$ cat config.mk
export PLATFORM = sky130hd
export DESIGN_NAME = instr_fetch_flat
export DESIGN_NICKNAME = d
export VERILOG_FILES = /design/src/rtl/instr_fetch_if.sv /design/src/rtl/instr_fetch.sv /design/src/flat_wrapper.sv
export SDC_FILE = /design/constraint.sdc
export NUM_CORES = 1
export LEC_CHECK = 0
export ABC_AREA = 1
export CAP_MARGIN = 25
export CORE_UTILIZATION = 30
export DETAILED_ROUTE_END_ITERATION = 7
export MAX_ROUTING_LAYER = met4
export PLACE_DENSITY = 0.64
export REMOVE_ABC_BUFFERS = 1
export SYNTH_ARGS = -nofsm -noshare
export SYNTH_HDL_FRONTEND = slang
export SYNTH_SLANG_ARGS = --single-unit
$ cat constraint.sdc
create_clock -name clk -period 3.1 [get_ports clk]
set_clock_uncertainty 0.15 [all_clocks]
set_input_delay 0.465 -clock clk [delete_from_list [all_inputs] [get_ports clk]]
set_output_delay 0.465 -clock clk [all_outputs]
set_load 0.02 [all_outputs]
$ cat src/rtl/instr_fetch_if.sv
// Fetch-stage bus: instruction-memory handshake, decode outputs and execute redirect inputs.
// master = fetch unit; slave = memory/execute environment.
interface instr_fetch_if;
  logic        imem_req;
  logic [31:0] imem_addr;
  logic        imem_ack;
  logic [31:0] imem_rdata;
  logic [31:0] instr;
  logic [31:0] pc;
  logic [31:0] pc_plus4;
  logic        instr_valid;
  logic        exec_done;
  logic        branch;
  logic        zero;
  logic [31:0] sign_imm;
  logic        jump;
  logic        jr;
  logic [31:0] rs_val;
  logic        align_err;

  modport master (
    output imem_req, imem_addr, instr, pc, pc_plus4, instr_valid, align_err,
    input  imem_ack, imem_rdata, exec_done, branch, zero, sign_imm, jump, jr, rs_val
  );

  modport slave (
    input  imem_req, imem_addr, instr, pc, pc_plus4, instr_valid, align_err,
    output imem_ack, imem_rdata, exec_done, branch, zero, sign_imm, jump, jr, rs_val
  );
endinterface

$ cat src/rtl/instr_fetch.sv
// Instruction fetch stage: holds the PC, fetches one word per instruction over req/ack,
// and computes the next PC from execute's redirect inputs.
module instr_fetch #(
  parameter logic [31:0] RESET_PC = 32'h0000_0000
) (
  input logic          clk,
  input logic          rst,
  instr_fetch_if.master bus
);

  typedef enum logic [1:0] {FETCH, ISSUE, EXEC} state_e;

  state_e      state_q, state_d;
  logic [31:0] pc_q, pc_d;
  logic [31:0] instr_q, instr_d;
  logic        align_q, align_d;
  logic [31:0] pc_plus4;
  logic [31:0] next_pc;

  assign pc_plus4 = pc_q + 32'd4;

  always_comb begin
    next_pc = pc_plus4;
    if (bus.jr)
      next_pc = {bus.rs_val[31:2], 2'b00};
    else if (bus.jump)
      next_pc = {pc_plus4[31:28], instr_q[25:0], 2'b00};
    else if (bus.branch && bus.zero)
      next_pc = pc_plus4 + (bus.sign_imm << 2);
  end

  always_comb begin
    state_d = state_q;
    pc_d    = pc_q;
    instr_d = instr_q;
    align_d = 1'b0;
    unique case (state_q)
      FETCH: begin
        if (bus.imem_ack) begin
          instr_d = bus.imem_rdata;
          state_d = ISSUE;
        end
      end
      ISSUE: state_d = EXEC;
      EXEC: begin
        if (bus.exec_done) begin
          pc_d    = next_pc;
          align_d = bus.jr && (bus.rs_val[1:0] != 2'b00);
          state_d = FETCH;
        end
      end
      default: state_d = FETCH;
    endcase
  end

  always_ff @(posedge clk) begin
    if (rst) begin
      state_q <= FETCH;
      pc_q    <= RESET_PC;
      instr_q <= '0;
      align_q <= 1'b0;
    end else begin
      state_q <= state_d;
      pc_q    <= pc_d;
      instr_q <= instr_d;
      align_q <= align_d;
    end
  end

  // Request is gated by rst so it stays low through the reset cycle regardless of prior state.
  assign bus.imem_req    = (state_q == FETCH) && !rst;
  assign bus.imem_addr   = pc_q;
  assign bus.instr       = instr_q;
  assign bus.pc          = pc_q;
  assign bus.pc_plus4    = pc_plus4;
  assign bus.instr_valid = (state_q == ISSUE);
  assign bus.align_err   = align_q;

endmodule

$ cat src/flat_wrapper.sv
// flat-port wrapper written by rule: the top's interface ports become plain ports
module instr_fetch_flat 
#(
  parameter logic [31:0] RESET_PC = 32'h0000_0000
)
  (clk, rst, bus_imem_req, bus_imem_addr, bus_instr, bus_pc, bus_pc_plus4, bus_instr_valid, bus_align_err, bus_imem_ack, bus_imem_rdata, bus_exec_done, bus_branch, bus_zero, bus_sign_imm, bus_jump, bus_jr, bus_rs_val);
  instr_fetch_if bus_i ();
  input logic clk;
  input logic rst;
  output wire logic [$bits(bus_i.imem_req)-1:0] bus_imem_req;
  output wire logic [$bits(bus_i.imem_addr)-1:0] bus_imem_addr;
  output wire logic [$bits(bus_i.instr)-1:0] bus_instr;
  output wire logic [$bits(bus_i.pc)-1:0] bus_pc;
  output wire logic [$bits(bus_i.pc_plus4)-1:0] bus_pc_plus4;
  output wire logic [$bits(bus_i.instr_valid)-1:0] bus_instr_valid;
  output wire logic [$bits(bus_i.align_err)-1:0] bus_align_err;
  input wire logic [$bits(bus_i.imem_ack)-1:0] bus_imem_ack;
  input wire logic [$bits(bus_i.imem_rdata)-1:0] bus_imem_rdata;
  input wire logic [$bits(bus_i.exec_done)-1:0] bus_exec_done;
  input wire logic [$bits(bus_i.branch)-1:0] bus_branch;
  input wire logic [$bits(bus_i.zero)-1:0] bus_zero;
  input wire logic [$bits(bus_i.sign_imm)-1:0] bus_sign_imm;
  input wire logic [$bits(bus_i.jump)-1:0] bus_jump;
  input wire logic [$bits(bus_i.jr)-1:0] bus_jr;
  input wire logic [$bits(bus_i.rs_val)-1:0] bus_rs_val;
  assign bus_imem_req = bus_i.imem_req;
  assign bus_imem_addr = bus_i.imem_addr;
  assign bus_instr = bus_i.instr;
  assign bus_pc = bus_i.pc;
  assign bus_pc_plus4 = bus_i.pc_plus4;
  assign bus_instr_valid = bus_i.instr_valid;
  assign bus_align_err = bus_i.align_err;
  assign bus_i.imem_ack = bus_imem_ack;
  assign bus_i.imem_rdata = bus_imem_rdata;
  assign bus_i.exec_done = bus_exec_done;
  assign bus_i.branch = bus_branch;
  assign bus_i.zero = bus_zero;
  assign bus_i.sign_imm = bus_sign_imm;
  assign bus_i.jump = bus_jump;
  assign bus_i.jr = bus_jr;
  assign bus_i.rs_val = bus_rs_val;
  instr_fetch #(.RESET_PC(RESET_PC)) u_core (.clk(clk), .rst(rst), .bus(bus_i));
endmodule
==> impl_metrics.yaml, run 1 <==
yosys:
  synth_area_sq_um: 6170
  async_flop_share: 0
  synth-edff-count: 0
  syn_inst: 1057
  yosysSeqAreaShare: 0.211
  ys_types: 42
  ys_ff_latch: 65
  syn_avg_cell_area_sq_um: 5.84
  yosys_warnings: 0
  synth_ff_type: "dfxtp_1"
power:
  vdd_ir_drop_max_mv: 0.290
  p_leak_nw: 4.83
  powerDensity_nw_per_um2: 270
  p_total_mw: 2.83
floorplan:
  row_count: 52
  initial_core_util: 0.305
  coreArea_sq_um: 20200
  ioPinCount: 235
  die_y_microns: 145
  die_w_microns: 145
  dieArea_sq_um: 21200
sta:
  setup_viol: 0
  min_period_over_period: 0.996
  fin_crit_ns: 3.09
  setup_slack_ns: 0.0133
  final_hold_viol_count: 0
  worst_pin_slew_ns: 0.980
  rsz0062_at_grt: "yes"
  drv_slew: 0
  fmax_ghz: 0.324
  slew_headroom: 0.346
cts:
  h-tree-depth: 3
  clock_sinks: 65
  cts_made_buffers: 9
  cts_tree: "built"
  clk_pin_slew_ns: 0.06
  root_buffer: "clkbuf_16"
  worstSkewPairLatency_ns: 0.34
  clockBufferDepth: 2
drt:
  ant_nets: 0
  drc: 0
  drt_first_pass_iters: 5
  drtIter0Drc: 434
  viasPerCell: 4.71
  wl_per_cell_microns: 15.5
  vias: 7756
  detail_route.wirelength_microns: 25600
grt:
  grtUsageMet1: 0.312
  grtUsageMet3: 0.0194
  gr-total-overflow: 0
  grt.met2_usage: 0.394
  track_usage: 0.236
  grt_start_max_net_pins: 39
  grt_pass1_vias: 7109
  grt_pass1_wl_microns: 38000
  antenna_found_initial: 0
  grt_busiest_layer: "met2"
place:
  pre_cts_ws_ns: -0.138
  place.gp.congestion: 0.917
  dpl.cell_count: 1614
  dp_hpwl_microns: 20200
  portBuffers: 226
  postPlaceCellArea_sq_um: 9300
worst_setup_path:
  cp_max_fo: 5
  crit_arrival_ns: 3.15
  cp-end-kind: "register"
  rrSetupSlack_ns: 0.01
  worst-setup-path-type: "register to register"
  ff2ff_path_depth: 21
  r2r_start: "u_core.bus.imem_addr[3]"
  required_ns: 3.16
  rr_endpoint: "u_core.bus.imem_addr[27]"
  start_kind: "register"
hold_path:
  min_from: "u_core.bus.instr[26]"
  hold_end: "u_core.bus.instr[26]"
  holdPathStages: 2
  hold_class: "register to register"
final_layout:
  antenna_cells: 0
  fill_cells: 2022
  nets: 1512
  areaGrowthSynthToFinish_pct: 70.2
  fin_area_sq_um: 10500
  layoutNonFillerInstCount: 1646
  drive_gt1_frac: 0.241
  final_core_util: 0.519
status:
  status: "completed"
flow_run:
  drv_cap: 0
-- how the worst max path moves through the flow --
stage	startpoint	endpoint	slack (ns)	cells past startpoint
floorplan	u_core.bus.imem_addr[2]	u_core.bus.imem_addr[15]	-0.36	20
CTS	u_core.bus.imem_addr[7]	u_core.bus.imem_addr[28]	-0.02	21
finish	u_core.bus.imem_addr[3]	u_core.bus.imem_addr[27]	0.01	21
global placement	u_core.bus.imem_addr[4]	u_core.bus.imem_addr[27]	-0.11	19
global route	u_core.bus.imem_addr[3]	u_core.bus.imem_addr[29]	-0.16	24
detailed placement	u_core.bus.imem_addr[3]	u_core.bus.imem_addr[25]	-0.14	21
-- metrics by stage --
step                      hold WS [ns]  TNS [ns]
after floorplan                  0.377     -5.15
after global placement           0.311    -0.363
after detailed placement         0.327     -1.09
after CTS                        0.341   -0.0173
after global routing             0.367     -1.67
final                            0.338         0
-- cells by family after synthesis --
family / after synthesis / share of synthesized area
AND/OR/NAND/NOR: 551 / 0.367
buffers and inverters: 200 / 0.146
AO/OA/AOI/OAI: 184 / 0.172
flip-flops: 65 / 0.211
adder cells (fa/ha/maj): 37 / 0.0762
XOR/XNOR: 19 / 0.0270
other: 1 / 0.000607
-- layout by cell type (no fill, tap or decap), types with 8 or more instances in the layout --
cell type and n:
nand2_1 231, clkdlybuf4s50_1 221, nor2_1 152, buf_4 135
inv_1 118, a21oi_1 68, o21ai_0 55, dfxtp_1 51
nand3_1 44, nand2_2 41, nor2_2 24, ha_4 19
inv_2 17, a22oi_1 17, ha_1 17, nor2_4 11
a21oi_2 11, o211ai_1 11, nand4_1 10, dfxtp_2 10
clkbuf_16 9, nand2_4 8, nand3_2 8
-- sequential cells by signal, summed over array words and instances, names as in the netlist --
register / cells
u_core.bus.align_err: 1
u_core.state_q: 2
u_core.bus.instr: 32
u_core.bus.imem_addr: 30
-- critical path, stage by stage (launching register included) --
cell and delay (ns):
dfxtp_4 0.37, ha_4 0.16, nand2_4 0.05, nor2_4 0.16, nand2_2 0.09, nor2_1 0.12
inv_1 0.09, nor2_4 0.18, xor2_4 0.21, ha_4 0.25, nand2_2 0.07, nand2_2 0.07
nand2_2 0.08, nand2_2 0.07, a21oi_1 0.17, inv_1 0.06, nand2_1 0.11, nand3_1 0.09
nand2_1 0.06, nand3_1 0.16, nand2_1 0.13, a21oi_2 0.05
-- metal layers --
metal | part of all wire | routed length [microns]
met1 | 0.46 | 11700
met2 | 0.48 | 12300
met3 | 0.051 | 1300
met4 | 0.012 | 295
met5 | 0 | 0
-- repair_timing --
action / 4_1_cts / 5_1_grt
buffers inserted: 5 / 12
pin swaps: 5 / 67
hold buffers: 0 / 0
setup endpoints to repair: 23 / 42
resized for setup: 20 / 173
-- final cells by class --
| cell class | count | area [sq um] | share of cell area |
|---|---|---|---|
| repair buffers | 361 | 3280 | 0.312 |
| clock inverters | 7 | 71.3 | 0.00679 |
| flip-flops and latches | 65 | 1330 | 0.126 |
| inverters | 137 | 517 | 0.0492 |
| clock buffers | 9 | 225 | 0.0214 |
| multi-input cells | 797 | 4750 | 0.452 |
| well taps | 270 | 338 | 0.0322 |
-- cell usage after synthesis, types with 2 or more instances --
library cell,count,area [sq um]
a21o_1,2,15.0
a21oi_1,75,375
a21oi_2,4,35.0
a22oi_1,17,128
and2_1,3,18.8
buf_2,3,15.0
buf_4,37,278
clkbuf_1,22,82.6
dfxtp_1,65,1300
ha_1,36,450
inv_1,134,503
inv_2,2,7.51
nand2_1,274,1030
nand2_2,6,37.5
nand3_1,52,260
nand3b_1,3,22.5
nand4_1,10,62.6
nor2_1,176,661
nor2_2,7,43.8
nor2_4,4,45.0
nor3_1,13,65.1
o211ai_1,11,82.6
o21a_1,2,15.0
o21ai_0,57,285
o21ai_1,2,10.0
o21bai_1,3,22.5
o221ai_1,5,43.8
xnor2_1,8,70.1
xor2_1,11,96.3
-- power by group --
group / total, mW / switching [mW] / internal (mW)
sequential: 0.925 / 0.0423 / 0.882
combinational: 0.877 / 0.459 / 0.418
clock: 1.03 / 0.411 / 0.621
total: 2.83 / 0.912 / 1.92
Power figures use the tool's default switching activity.
==> run 2: changes to the inputs <==
Settings changed: SETUP_SLACK_MARGIN set to 0.3, SKIP_CTS_REPAIR_TIMING set to 1.
==> impl_metrics.yaml, run 2 (synthesized netlist as in run 1, its figures left out) <==
final_layout:
  final_core_util: 0.534
  antenna_cells: 0
  largest_reg_flops: 32
  final_common_cell: "nand2_1"
  nets: 1511
  drive_gt1_frac: 0.275
  layout_common_cells: "225 x nand2_1, 202 x clkdlybuf4s50_1, 147 x nor2_1, 127 x buf_4, 113 x inv_1"
  areaGrowthSynthToFinish_pct: 74.9
hold_path:
  hold_class: "register to register"
  holdPathStages: 2
drt:
  drtIter0Drc: 498
  vias: 7744
  wl_per_cell_microns: 15.8
  viasPerCell: 4.71
  drt_first_pass_iters: 5
  detail_route.wirelength_microns: 25900
  drc: 0
  ant_nets: 0
floorplan:
  dieArea_sq_um: 21200
  initial_core_util: 0.305
  coreArea_sq_um: 20200
  die_y_microns: 145
  die_w_microns: 145
  ioPinCount: 235
  row_count: 52
place:
  portBuffers: 226
  place.gp.congestion: 0.917
  dp_hpwl_microns: 20200
  pre_cts_ws_ns: -0.138
cts:
  cts_made_buffers: 9
  clockBufferDepth: 2
  worstSkewPairLatency_ns: 0.34
  cts_tree: "built"
  root_buffer: "clkbuf_16"
  clk_pin_slew_ns: 0.06
  h-tree-depth: 3
  clock_sinks: 65
worst_setup_path:
  crit_arrival_ns: 3.24
  cp_max_fo: 5
  required_ns: 3.22
  ff2ff_path_depth: 21
  worst-setup-path-type: "register to register"
  cp-end-kind: "register"
  start_kind: "register"
power:
  p_leak_nw: 5.13
  powerDensity_nw_per_um2: 266
  vdd_ir_drop_max_mv: 0.289
sta:
  fmax_ghz: 0.321
  fin_crit_ns: 3.12
  slew_headroom: 0.335
  worst_pin_slew_ns: 0.996
  final_hold_viol_count: 0
  drv_slew: 0
  setup_slack_ns: -0.0195
  min_period_over_period: 1.01
  fin_hold_ws_ns: 0.337
  setup_viol: 2
  rsz0062_at_grt: "yes"
grt:
  grt_pass1_wl_microns: 37700
  grt_start_max_net_pins: 39
  track_usage: 0.234
  antenna_found_initial: 0
  gr-total-overflow: 0
  grt_pass1_vias: 6998
status:
  status: "complete, but fails checks"
  violations: "setup timing"
flow_run:
  drv_cap: 0
## run 2: cell count changes in the layout (fill, tap and decap cells not counted), sizes merged
cell           previous run  this run
clkdlybuf4s50           221       202
dlymetal6s2s              3        20
clkbuf                    9        12
dlygate4sd2               2         0
## run 2: report_power, final
group	switching, mW	leakage (nW)	total, mW	internal, mW
Sequential	0.0425	0.540	0.925	0.883
Clock	0.407	0.137	1.03	0.621
Combinational	0.482	4.45	0.915	0.433
Total	0.932	5.13	2.87	1.94
## run 2: path summary, 6_finish.rpt
path / start / endpoint / slack (ns)
min: u_core.bus.instr[26] / u_core.bus.instr[26] / 0.34
min reg2reg: u_core.bus.instr[26] / u_core.bus.instr[26] / 0.34
max: u_core.bus.imem_addr[3] / u_core.bus.imem_addr[15] / -0.02
max reg2reg: u_core.bus.imem_addr[3] / u_core.bus.imem_addr[15] / -0.02
## run 2: per-stage QoR
step / setup TNS [ns] / cells / area, sq um / total power [mW]
floorplan: -5.15 / 999 / 5810 / 1.30
global placement: -0.363 / 1614 / 9300 / 1.74
detailed placement: -1.09 / 1614 / 9300 / 1.74
CTS: -1.92 / 1630 / 9600 / 2.78
global route: -0.974 / 1645 / 10800 / 3.01
finish: -0.0214 / 1645 / 10800 / 2.87
## run 2: per-layer routing
metal | up-vias | global-route usage | share of wire
li1 | 3970 | - | -
met4 | 0 | 0.0432 | 0.013
met3 | 19 | 0.0194 | 0.043
met2 | 219 | 0.390 | 0.48
met5 | - | - | 0
met1 | 3536 | 0.312 | 0.46
## run 2: area by class of cell
cell class / instances / area (sq um)
Clock inverter: 7 / 71.3
Timing Repair Buffer: 360 / 3340
Multi-Input combinational cell: 797 / 4970
Tap cell: 270 / 338
Sequential cell: 65 / 1330
Fill cell: 1962 / 9440
Inverter: 137 / 522
Clock buffer: 9 / 225
## run 2: worst max-delay path, cell delays in order, from the launching register on
cell and delay (ns):
dfxtp_2 0.37, ha_4 0.15, nand2_4 0.05, nor2_4 0.20, nand2_2 0.10, nor2_1 0.09
inv_1 0.08, nor2_4 0.21, xor2_4 0.12, ha_4 0.32, nand2_4 0.08, nor2_4 0.11
inv_2 0.05, nor2_1 0.08, nand2_1 0.07, nand2_2 0.13, buf_6 0.12, inv_2 0.03
or2_1 0.21, nand3_2 0.08, o211ai_1 0.09, a21oi_1 0.15
==> run 3: changes to the inputs <==
Settings changed: CELL_PAD_IN_SITES_DETAIL_PLACEMENT set to 0, CELL_PAD_IN_SITES_GLOBAL_PLACEMENT set to 1, PLACE_DENSITY 0.64 to 0.89.
==> impl_metrics.yaml, run 3 (synthesized netlist as in run 1, its figures left out) <==
worst_setup_path:
  worstSetupStartpoint: "u_core.bus.imem_addr[3]"
  cp-endpoint: "u_core.bus.imem_addr[27]"
  crit_arrival_ns: 3.09
  cp-end-kind: "register"
  rrSetupSlack_ns: 0.06
  start_kind: "register"
  required_ns: 3.15
  rr_endpoint: "u_core.bus.imem_addr[27]"
  r2r_start: "u_core.bus.imem_addr[3]"
  cp_max_fo: 5
  worst-setup-path-type: "register to register"
  ff2ff_path_depth: 21
sta:
  worst_pin_slew_ns: 0.966
  slew_headroom: 0.355
  min_period_over_period: 0.980
  setup_slack_ns: 0.0629
  fin_hold_ws_ns: 0.331
  rsz0062_at_grt: "yes"
  fin_crit_ns: 3.04
  fmax_ghz: 0.329
  final_hold_viol_count: 0
  setup_tns_ns: 0
  drv_slew: 0
  setup_viol: 0
floorplan:
  ioPinCount: 235
  initial_core_util: 0.305
  die_y_microns: 145
  die_w_microns: 145
  dieArea_sq_um: 21200
  row_count: 52
  coreArea_sq_um: 20200
final_layout:
  final_core_util: 0.552
  drive_gt1_frac: 0.325
  fin_area_sq_um: 11200
  antenna_cells: 0
  largest_reg_flops: 32
  layoutNonFillerInstCount: 1650
  areaGrowthSynthToFinish_pct: 80.8
  nets: 1516
  fill_cells: 1932
  final_common_cell: "clkdlybuf4s50_1"
  layout_common_cells: "203 x clkdlybuf4s50_1, 195 x nand2_1, 139 x nor2_1, 131 x buf_4, 106 x inv_1"
place:
  dp_hpwl_microns: 20300
  postPlaceCellArea_sq_um: 9290
  portBuffers: 226
  pre_cts_ws_ns: -0.143
  dpl.cell_count: 1613
  place.gp.congestion: 0.921
status:
  status: "completed"
cts:
  worstSkewPairLatency_ns: 0.32
  clockBufferDepth: 2
  h-tree-depth: 3
  cts_tree: "built"
  root_buffer: "clkbuf_16"
  clock_sinks: 65
  cts_made_buffers: 9
  clk_pin_slew_ns: 0.06
hold_path:
  hold_class: "register to register"
drt:
  detail_route.wirelength_microns: 26100
  vias: 7897
  drtIter0Drc: 499
  wl_per_cell_microns: 15.8
  viasPerCell: 4.79
  ant_nets: 0
  drc: 0
  drt_first_pass_iters: 5
power:
  powerDensity_nw_per_um2: 267
  p_total_mw: 2.98
  vdd_ir_drop_max_mv: 0.246
  p_leak_nw: 5.27
grt:
  grt_pass1_wl_microns: 37500
  track_usage: 0.232
  antenna_found_initial: 0
  gr-total-overflow: 0
  grt_pass1_vias: 7027
  grt_start_max_net_pins: 39
flow_run:
  drv_cap: 0
## run 3: final cells by class
class                   count  area [sq um]  area share
multi-input cells         797          5260       0.471
well taps                 270           338      0.0303
flip-flops and latches     65          1340       0.120
clock inverters             5          77.6     0.00695
inverters                 137           519      0.0465
repair buffers            365          3380       0.303
clock buffers              11           253      0.0226
## run 3: critical path: stages (launching register included)
cell	delay, ns
dfxtp_4	0.37
ha_4	0.15
nand2_4	0.05
nor2_4	0.17
nand2_2	0.09
nor2_2	0.13
inv_2	0.06
nor2_4	0.18
xor2_2	0.24
ha_4	0.27
nand2_4	0.07
nand2_4	0.05
nand2_2	0.06
nand2_2	0.08
a21oi_2	0.15
inv_1	0.06
nand2_1	0.10
nand3_1	0.09
nand2_1	0.07
nand3_1	0.15
nand2_1	0.13
a21oi_2	0.06
## run 3: power by group
| part | leakage (nW) | internal, mW | switching (mW) |
|---|---|---|---|
| Clock | 0.162 | 0.745 | 0.365 |
| Combinational | 4.57 | 0.447 | 0.499 |
| Sequential | 0.543 | 0.882 | 0.0424 |
| Total | 5.27 | 2.07 | 0.907 |
## run 3: how the worst min path moves through the flow
stage / from / end / slack (ns) / cells past startpoint
5_1_grt: u_core.bus.instr[31] / u_core.bus.instr[31] / 0.37 / 2
3_5_place_dp: u_core.bus.instr[28] / u_core.bus.instr[28] / 0.33 / 2
4_1_cts: u_core.bus.instr[28] / u_core.bus.instr[28] / 0.34 / 2
2_1_floorplan: rst / u_core.bus.imem_addr[21] / 0.38 / 1
3_3_place_gp: u_core.bus.instr[29] / u_core.bus.instr[29] / 0.31 / 2
6_report: u_core.bus.instr[28] / u_core.bus.instr[28] / 0.33 / 2
## run 3: routing by layer
layer / up-vias / wire length [microns] / track usage / share of wire
met3: 14 / 1280 / 0.0210 / 0.049
met5: - / 0 / - / 0
li1: 3986 / - / - / -
met4: 0 / 244 / 0.0411 / 0.0094
met2: 235 / 12700 / 0.385 / 0.49
met1: 3662 / 11800 / 0.308 / 0.45
==> edit, RTL diff (settings of run 3) <==
Re-encode `state_e` (3 states) as one-hot, 3 bits wide.
--- a/src/rtl/instr_fetch.sv
+++ b/src/rtl/instr_fetch.sv
@@ -8,7 +8,7 @@
   instr_fetch_if.master bus
 );
 
-  typedef enum logic [1:0] {FETCH, ISSUE, EXEC} state_e;
+  typedef enum logic [2:0] {FETCH = 3'b001, ISSUE = 3'b010, EXEC = 3'b100} state_e;
 
   state_e      state_q, state_d;
   logic [31:0] pc_q, pc_d;
Function: no difference found for any inputs over 10 cycles, from zero or initial values and one cycle with rst high; not proved beyond that.
==> edit against run 3 <==
The flow now finishes with violations (setup timing); clock power barely moved; largest cell class unchanged; largest power group unchanged; sequential power rose by 0.8%; routed wire length rose by 4.5%; hold slack improved by 0.031 ns; sequential cell count rose by 1; power fell by 7.8%; synthesized area fell by 0.39%; highest routed layer unchanged; critical path depth fell by 1; cell count fell by 1.6%; design area barely moved; setup slack got worse by 0.066 ns; sequential share of layout area rose by 0.18 points; critical path type unchanged.
==> edit: results (changes against run 3) <==
\begin{tabular}{lr}
\hline
Metric & Value \\
\hline
\multicolumn{2}{l}{\textbf{Run status}} \\
\quad Result of the run & finished with violations \\
\quad Violations in the final reports & setup timing \\
\multicolumn{2}{l}{\textbf{GRT}} \\
\quad Met3 Usage GRT & 2.453\% (+0.35 points) \\
\quad Via count of the first global-routing pass & 7397 (+5.3\%) \\
\quad Met2 Use GR & 39.90\% (+1.4 points) \\
\multicolumn{2}{l}{\textbf{Placed design}} \\
\quad Final HPWL from detailed placement & 20890 um (+2.7\%) \\
\quad Post-place setup slack & -0.2011 ns (-0.05860 ns) \\
\quad Placer's final routability congestion estimate & 0.9019 (-2.1\%) \\
\quad Placed instance area & 9413 um\^{}2 (+1.3\%) \\
\multicolumn{2}{l}{\textbf{Detailed routing}} \\
\quad Detailed-routing wirelength on met1 & 12000 um (+1.5\%) \\
\quad Amount of wire on met3 after detailed routing & 1534 um (+20\%) \\
\quad Vias & 7873 (-0.30\%) \\
\multicolumn{2}{l}{\textbf{Setup path}} \\
\quad Cells on worst reg2reg path & 20 (-4.8\%) \\
\quad Data arrival time of the worst path & 3.22 ns (+0.13 ns) \\
\quad Worst setup path startpoint & u\_core.bus.imem\_addr[11]\$\_SDFFE\_PP0P\_ \\
\multicolumn{2}{l}{\textbf{Power}} \\
\quad Power density over the cells & 246.0 nW/um\^{}2 (-7.8\%) \\
\quad Seq pwr & 0.931 mW (+0.8\%) \\
\quad Static leakage power & 5.306 nW (+0.68\%) \\
\multicolumn{2}{l}{\textbf{Hold path}} \\
\quad Hold Startpoint & u\_core.bus.instr[29]\$\_SDFFE\_PP0P\_ \\
\multicolumn{2}{l}{\textbf{Final layout}} \\
\quad \# nets final & 1490 (-1.7\%) \\
\multicolumn{2}{l}{\textbf{Timing}} \\
\quad Worst setup margin & -0.002743 ns (-0.06561 ns) \\
\quad Setup-failing EPs final & 1 (+1) \\
\quad Slew @ Worst Pin & 0.5642 ns (-0.4020 ns) \\
\multicolumn{2}{l}{\textbf{Synthesis}} \\
\quad Top post-synthesis cells by area & sky130\_fd\_sc\_hd\_\_dfxtp\_1 (21\%), sky130\_fd\_sc\_hd\_\_nand2\_1 (13\%), sky130\_fd\_sc\_hd\_\_nor2\_1 (9.3\%), sky130\_fd\_sc\_hd\_\_inv\_1 (7.4\%), sky130\_fd\_sc\_hd\_\_ha\_1 (7.3\%) \\
\quad Library cells used by synthesis & 45 (+7.1\%) \\
\quad Most frequent cells after synthesis & sky130\_fd\_sc\_hd\_\_nand2\_1 (218), sky130\_fd\_sc\_hd\_\_nor2\_1 (153), sky130\_fd\_sc\_hd\_\_inv\_1 (121) \\
\quad Fraction of the yosys area taken by sequential cells & 21.49\% (+0.41 points) \\
\hline
\end{tabular}
## edit: cell count changes in the layout (fill, tap and decap cells not counted), sizes merged, moves of 5 or more
cell   before  now
nand2     280  229
nor2      187  161
buf       141  163
o21ai      59   76
inv       136  123
xor2       11   20
a21oi      79   85
xnor2       8    3
## edit: final timing paths
kind,to
max,u_core.bus.imem_addr[30]$_SDFFE_PP0P_
min,u_core.bus.instr[29]$_SDFFE_PP0P_
max reg2reg,u_core.bus.imem_addr[30]$_SDFFE_PP0P_
min reg2reg,u_core.bus.instr[29]$_SDFFE_PP0P_
## edit: through the flow
stage	utilization, %	TNS [ns]	instances
after global routing	55.38	-1.021	1623
after CTS	48.25	-1.464	1603
after floorplan	-	-5.392	949
after detailed placement	46.67	-0.9179	1588
after global placement	46.67	-0.5921	1588
final	55.38	-0.002743	1623
## edit: cells by family after synthesis
logic type	count (synthesis)	share of synthesized area, %
AO/OA/AOI/OAI	205	18.94
XOR/XNOR	23	3.276
adder cells (fa/ha/maj)	37	7.650
buffers and inverters	188	14.59
flip-flops	66	21.49
other	1	0.06098
AND/OR/NAND/NOR	488	34.00
## edit: layout make-up
type	instances	share of cell area (%)
Sequential cell	66	12.16
Multi-Input combinational cell	759	45.95
Timing Repair Buffer	389	31.80
Clock inverter	4	0.6832
Tap cell	270	3.024
Inverter	124	4.211
Clock buffer	11	2.173
## edit: worst reg2reg max path, delay by kind of cell (launching register included)
| kind | cells | cell delay (ns) |
|---|---|---|
| simple gates | 16 | 1.79 |
| flops | 1 | 0.38 |
| fa+ha+maj | 1 | 0.30 |
| xor+xnor | 1 | 0.20 |
| compound gates | 1 | 0.13 |
| buf+inv | 1 | 0.09 |
